## src/rtl/key_pkg.sv

```systemverilog
// Shared definitions for the key debouncer: per-channel FSM state encoding
// and the default debounce length (about 21 ms at 50 MHz).
package key_pkg;

  typedef enum logic [1:0] {
    IDLE = 2'd0,
    PDEB = 2'd1,
    DOWN = 2'd2,
    RDEB = 2'd3
  } key_fsm_e;

  localparam int DEB_CYC_DEFAULT = 1048575;

endpackage

```

## src/rtl/key_deb_ch.sv

```systemverilog
// Single key channel: two-flop synchronizer, four-state debounce FSM with
// a stable-level counter, and registered press/release pulses.
module key_deb_ch
  import key_pkg::*;
#(
  parameter int CNT_W   = 20,
  parameter int DEB_CYC = DEB_CYC_DEFAULT
) (
  input  logic clk,
  input  logic rst_n,
  input  logic key_n,
  output logic key_state,
  output logic key_press,
  output logic key_release
);

  localparam logic [CNT_W-1:0] LAST = CNT_W'(DEB_CYC - 1);

  logic             sync_1;
  logic             s;
  key_fsm_e         state;
  key_fsm_e         next_state;
  logic [CNT_W-1:0] cnt;
  logic [CNT_W-1:0] next_cnt;
  logic             press_d;
  logic             release_d;

  // Bring the raw asynchronous key level into the clock domain; idle is high.
  always_ff @(posedge clk or negedge rst_n) begin
    if (!rst_n) begin
      sync_1 <= 1'b1;
      s      <= 1'b1;
    end else begin
      sync_1 <= key_n;
      s      <= sync_1;
    end
  end

  // Debounce decisions: leave a debounce state on any bounce, accept once the
  // level has been stable long enough; the counter restarts on every entry.
  always_comb begin
    next_state = state;
    next_cnt   = cnt;
    press_d    = 1'b0;
    release_d  = 1'b0;
    unique case (state)
      IDLE: begin
        if (!s) begin
          next_state = PDEB;
          next_cnt   = '0;
        end
      end
      PDEB: begin
        if (s) begin
          next_state = IDLE;
          next_cnt   = '0;
        end else if (cnt == LAST) begin
          next_state = DOWN;
          next_cnt   = '0;
          press_d    = 1'b1;
        end else begin
          next_cnt = cnt + 1'b1;
        end
      end
      DOWN: begin
        if (s) begin
          next_state = RDEB;
          next_cnt   = '0;
        end
      end
      RDEB: begin
        if (!s) begin
          next_state = DOWN;
          next_cnt   = '0;
        end else if (cnt == LAST) begin
          next_state = IDLE;
          next_cnt   = '0;
          release_d  = 1'b1;
        end else begin
          next_cnt = cnt + 1'b1;
        end
      end
      default: begin
        next_state = IDLE;
        next_cnt   = '0;
      end
    endcase
  end

  // State, counter and output registers; key_state and the pulses all change
  // on the same edge as the accepting transition.
  always_ff @(posedge clk or negedge rst_n) begin
    if (!rst_n) begin
      state       <= IDLE;
      cnt         <= '0;
      key_state   <= 1'b0;
      key_press   <= 1'b0;
      key_release <= 1'b0;
    end else begin
      state       <= next_state;
      cnt         <= next_cnt;
      key_state   <= (next_state == DOWN) || (next_state == RDEB);
      key_press   <= press_d;
      key_release <= release_d;
    end
  end

endmodule

```

## src/rtl/key_debounce.sv

```systemverilog
// Multi-key debouncer: N_KEY fully independent channels, one per key input.
module key_debounce
  import key_pkg::*;
#(
  parameter int N_KEY   = 3,
  parameter int CNT_W   = 20,
  parameter int DEB_CYC = DEB_CYC_DEFAULT
) (
  input  logic             clk,
  input  logic             rst_n,
  input  logic [N_KEY-1:0] key_n,
  output logic [N_KEY-1:0] key_state,
  output logic [N_KEY-1:0] key_press,
  output logic [N_KEY-1:0] key_release
);

  for (genvar g = 0; g < N_KEY; g++) begin : g_ch
    key_deb_ch #(
      .CNT_W  (CNT_W),
      .DEB_CYC(DEB_CYC)
    ) u_ch (
      .clk        (clk),
      .rst_n      (rst_n),
      .key_n      (key_n[g]),
      .key_state  (key_state[g]),
      .key_press  (key_press[g]),
      .key_release(key_release[g])
    );
  end

endmodule

```

## config.mk

```make
export PLATFORM = sky130hd
export DESIGN_NAME = key_debounce
export DESIGN_NICKNAME = d
export VERILOG_FILES = /design/src/rtl/key_pkg.sv /design/src/rtl/key_deb_ch.sv /design/src/rtl/key_debounce.sv
export SDC_FILE = /design/constraint.sdc
export NUM_CORES = 1
export LEC_CHECK = 0
export ABC_AREA = 1
export CORE_MARGIN = 4
export CORE_UTILIZATION = 55
export CTS_CLUSTER_DIAMETER = 200
export DETAILED_ROUTE_END_ITERATION = 12
export PLACE_DENSITY = 0.73
export SLEW_MARGIN = 0
export SYNTH_ARGS = -nofsm -noshare
export SYNTH_HDL_FRONTEND = slang
export SYNTH_SLANG_ARGS = --single-unit
```

## constraint.sdc

```tcl
create_clock -name clk -period 1.9 [get_ports clk]
set_input_delay 0.38 -clock clk [delete_from_list [all_inputs] [get_ports clk]]
set_output_delay 0.38 -clock clk [all_outputs]
set_load 0.01 [all_outputs]
```

Yosys cells after proc, flatten, opt, wreduce, memory -nomap -nowiden
Cells that the tools add are included.
{ "totals": {"out_inout_bits": 9, "elab_cells": 111, "in_bits": 5, "register_bits": 81} }
{ "op_classes": {"reduce_logical": 9, "addsub": 3, "n_eq_ne": 24, "n_mux": 54} }
{ "op_table": {"columns": ["cell", "count"], "rows": [
  ["$mux W20", 15],
  ["$pmux W20 S4", 3],
  ["$add A20 B1 Y20 const B", 3],
  ["$eq A20 B20 Y1 const B", 3],
  ["$mux W2", 18],
  ["$eq A2 B2 Y1 const B", 12],
  ["$pmux W2 S4", 3],
  ["$mux W1", 15],
  ["$eq A2 B1 Y1 const B", 3],
  ["$logic_not A2 Y1", 3],
  ["$ne A2 B1 Y1 const B", 3],
  ["$ne A2 B2 Y1 const B", 3],
  ["$reduce_and A2 Y1", 3],
  ["$logic_or A1 B1 Y1", 3]
]} }

Depth between registers and ports, before layout
{ "depth": {"ltp_word": 6, "mapped_depth": 10, "depth_no_buf": 10} }

Modules after synthesis
From an unflattened synthesis, not the netlist that was laid out.
{ "hier_totals": {"hier_cells": 549, "hier_area_um2": 4519.3} }
{ "modules_own_cells": {"columns": ["module", "n_inst", "area_each_um2", "cells_each", "seq_area_each_um2"], "rows": [
  ["key_deb_ch at g_ch[0].u_ch ...", 2, 1535.2, 184, 678.2],
  ["key_deb_ch at g_ch[2].u_ch", 1, 1448.9, 181, 678.2]
]} }

Worst setup path after synthesis
No wires, ideal clock.
{ "synth_timing": {"path_type": "flip-flop to flip-flop", "from": "register g_ch[2].u_ch.cnt[0]", "to": "register g_ch[2].u_ch.cnt[17]", "synth_period_minus_slack_ps": 1394, "setup_slack_ps": 506, "arrival_time_ps": 1278, "t_required_ps": 1784, "path_buffers": 1, "setup_time_ps": 116, "path_stages_with_launch": 11, "cell_sequence": "dfrtp_1 > inv_1 > ha_1 > nand2_1 > nor2_1 > nand3_2 > nor2_4 > nor2_4 > buf_8 > nand3_2 > nand2_2"} }
{ "synth_between": {"elab_chain_len": 4, "elab_cells_between_ends": 6, "classes_between": "add/sub (1); eq/ne (1); mux (4)"} }
{ "synth_lines": {"columns": ["item", "line", "rtl"], "rows": [
  ["from (decl)", "key_deb_ch.sv:23", "logic [CNT_W-1:0] cnt;"],
  ["from (signal assigned)", "key_deb_ch.sv:101", "cnt <= next_cnt;"],
  ["$add A20 B1 Y20 / $eq A20 B20 Y1 (equally long branches)", null, null],
  ["$mux W20 *", "key_deb_ch.sv:57, key_deb_ch.sv:75", null],
  ["$mux W20, on equally long branches", "key_deb_ch.sv:72, key_deb_ch.sv:54", null],
  ["$pmux W20 S4 *", "key_deb_ch.sv:46", "unique case (state)"]
]} }
Mark *: on every way between the ends. The rest lies on a longest branch, timed or not.
A chain may end at the register's enable or synchronous reset.

Worst setup path after layout
{ "layout_timing": {"from": "register g_ch[2].u_ch.cnt[0]", "to": "register g_ch[2].u_ch.cnt[9]"} }
The elaborated chain is that of the path after synthesis.

==> impl_metrics.toml <==
[finish]
fin_nets = 596
n_antenna_cell = 0
fillers = 703
area_growth_syn_to_layout_pct = 9.06
finalNonFillerCells = 692
drive_gt1_share_pct = 14.6

[yosys]
synthesis.area_per_instance_um2 = 7.94
ys_ff_latch = 81
synth_nets = 578
syn_area_um2 = 4500
synth_cells = 567
seq_area_frac_synth_pct = 45.2
yosysWarningCount = 0
synthDistinctLibCells = 31

[sta]
drv_slew = 0
whs_ns = 0.359
final_hold_viol_count = 0
fin_skew_ns = 0.0123
min_period_over_period_pct = 87.7
fin_tns_setup_ns = 0
rsz0062_at_grt = "false"
fmax_ghz = 0.600
slew_headroom_pct = 69.9
period_minus_slack_ns = 1.67
tightest_slew_ns = 0.451
finalSetupViolCount = 0

[route]
vias = 3538
wl_um = 8290
post_drt_via_cell_ratio = 5.11
drt_pre_antenna_iters = 4
wl_per_cell_um = 12.0
drt_iter0_drc = 146
drtAntennaViolNets = 0
drcViolationCount = 0

[floorplan]
std_cell_rows = 32
start_util_pct = 57.4
die_h_um = 98.5
core_area_um2 = 7850
die_area_um2 = 9700
die-width_um = 98.5
io_pins = 14

[power_and_ir_drop]
power_density_nw_per_um2 = 637
p_leak_nw = 2.13
ir_drop_mv = 0.430

[cts]
cts_buffers = 9
cts_tree = "done"
clock_path_buffers = 2
clk_pin_slew_ns = 0.08
cts_num_sinks = 81
cts_max_level = 3
clock_latency_ns = 0.35
cts_root_buf = "clkbuf_8"

[critical_path]
critPathSlowestCell = "dfrtp_1"
cp-end-kind = "flop"
crit_arrival_ns = 1.93
rr_worst_depth = 9
regToRegEndpoint = "g_ch[2].u_ch.cnt[9]"
reg2reg_from = "g_ch[2].u_ch.cnt[0]"
worstSetupPathType = "flop to flop"
worstPathCellList = "inv_1 > ha_1 > nand2_1 > nor2_1 > nand3_2 > nor2_4 > nor2_4 > inv_1 > o21ai_0"
worstPathRequired_ns = 2.17
cp_max_fo = 12
cp-start-kind = "flop"
rrSetupSlack_ns = 0.23
slowest_delay_ns = 0.36

[placed_design]
hpwl_um = 6030
io_buffers = 13
dp.cells = 675
gp_congestion = 0.849

[hold_path]
hold_class = "flop to flop"
hold_depth = 0
min-delay-start = "g_ch[0].u_ch.sync_1"
hold_path_end = "g_ch[0].u_ch.s"

[global_routing]
grt_pass1_wl_um = 15000
grt_util_all_layers_pct = 18.6
grt_pass1_vias = 3367
overflow = 0
grt_max_degree = 33
antenna_found_initial = 0

[status]
outcome = "finished, final reports clean"

[job]
cap_violations = 0
-- cell families after synthesis --
kind of cell	share of synthesized area [%]
compound gates	8.53
buf+inv	7.78
flops	45.2
fa+ha+maj	1.67
xor+xnor	4.47
simple gates	32.4
-- worst max-delay path, delay by kind of cell, from the launching register on --
family          cells  cell delay [ns]
simple gates        5             0.58
flops               1             0.36
buf+inv             2             0.25
fa+ha+maj           1             0.20
compound gates      1             0.19
-- sequential cells by signal, summed over array words and instances (netlist names) --
name                   count
g_ch.u_ch.sync_1           3
g_ch.u_ch.key_release      3
g_ch.u_ch.state            6
g_ch.u_ch.s                3
g_ch.u_ch.key_state        3
g_ch.u_ch.key_press        3
g_ch.u_ch.cnt             60
-- cell usage after synthesis --
master / number / share of area [%]
nand2_1: 163 / 14
dfrtp_1: 75 / 42
inv_1: 61 / 5.1
nor2_1: 58 / 4.8
o21ai_0: 38 / 4.2
nand3_1: 36 / 4.0
xor2_1: 16 / 3.1
nor2_2: 13 / 1.8
nand3_2: 12 / 2.7
buf_4: 11 / 1.8
nand2_2: 11 / 1.5
nor2_4: 9 / 2.3
a21oi_1: 7 / 0.78
o21ai_2: 7 / 1.4
xnor2_1: 7 / 1.4
dfstp_2: 6 / 3.5
ha_1: 6 / 1.7
o21bai_1: 6 / 1.0
nand4_1: 5 / 0.69
o21ai_1: 5 / 0.56
nor3_1: 4 / 0.44
nand3b_1: 2 / 0.33
a21o_1: 1 / 0.17
a21oi_2: 1 / 0.19
buf_2: 1 / 0.11
buf_6: 1 / 0.25
buf_8: 1 / 0.33
clkinv_1: 1 / 0.083
inv_2: 1 / 0.083
o21bai_2: 1 / 0.25
or2_4: 1 / 0.19
-- how the worst max path moves through the flow --
stage,start,end,slack [ns],depth (start not counted)
2_1_floorplan,g_ch[2].u_ch.cnt[0],g_ch[2].u_ch.cnt[17],0.51,10
3_3_place_gp,g_ch[2].u_ch.cnt[0],g_ch[2].u_ch.cnt[1],0.34,9
3_5_place_dp,g_ch[2].u_ch.cnt[0],g_ch[2].u_ch.cnt[1],0.23,9
4_1_cts,g_ch[2].u_ch.cnt[0],g_ch[2].u_ch.cnt[1],0.23,9
5_1_grt,g_ch[0].u_ch.cnt[0],g_ch[0].u_ch.cnt[15],0.08,9
6_report,g_ch[2].u_ch.cnt[0],g_ch[2].u_ch.cnt[9],0.23,9
-- cell type report --
cell class | count | area [um2] | share of cell area (%)
Sequential cell | 81 | 2030 | 41.4
Clock buffer | 12 | 165 | 3.36
Tap cell | 102 | 128 | 2.60
Clock inverter | 4 | 26.3 | 0.535
Multi-Input combinational cell | 409 | 2120 | 43.1
Timing Repair Buffer | 21 | 203 | 4.13
Inverter | 63 | 236 | 4.82
-- routing by layer --
metal	wire [um]	vias up	track usage, %
met5	0	-	0
met4	138	0	7.46
met3	233	11	3.26
met2	3890	48	29.5
met1	4020	1667	25.4
li1	-	1812	-
-- cells in the final DEF, fill, tap and decap left out, types with 2 or more instances in the layout --
master / Yosys / final
nand4_1: 5 / 5
xor2_1: 16 / 16
clkinv_2: 0 / 2
dfrtp_1: 75 / 75
nand3_2: 12 / 12
nor2_1: 58 / 58
a21oi_1: 7 / 7
nand2_2: 11 / 11
o21ai_1: 5 / 5
nand3_1: 36 / 36
o21ai_0: 38 / 38
nand3b_1: 2 / 2
o21ai_2: 7 / 7
o21bai_1: 6 / 6
nor3_1: 4 / 4
clkdlybuf4s50_1: 0 / 12
nand2_1: 163 / 163
nor2_4: 9 / 9
dfstp_2: 6 / 6
nor2_2: 13 / 13
inv_1: 61 / 61
clkbuf_8: 0 / 12
buf_4: 11 / 7
xnor2_1: 7 / 7
ha_1: 6 / 6
-- report_power, final --
part | switching [mW] | total, mW | internal [mW]
sequential | 0.0194 | 1.77 | 1.75
clock | 0.613 | 1.19 | 0.580
combinational | 0.117 | 0.167 | 0.0499
-- metrics by stage --
stage | util [%] | worst slack [ns] | instance area [um2] | total power, mW
floorplan | - | 0.506 | 4500 | 1.89
global placement | 60.0 | 0.335 | 4710 | 1.97
detailed placement | 60.0 | 0.232 | 4710 | 1.97
CTS | 62.6 | 0.225 | 4910 | 3.18
global route | 62.6 | 0.0793 | 4910 | 3.28
finish | 62.6 | 0.234 | 4910 | 3.13
-- what timing repair did --
action                                 4_1_cts  5_1_grt
resized for setup                            0        0
buffers inserted                             0        0
hold buffers                                 1        0
endpoints found under the hold margin       15        0
No activity file was read; power rests on OpenSTA's default activity.
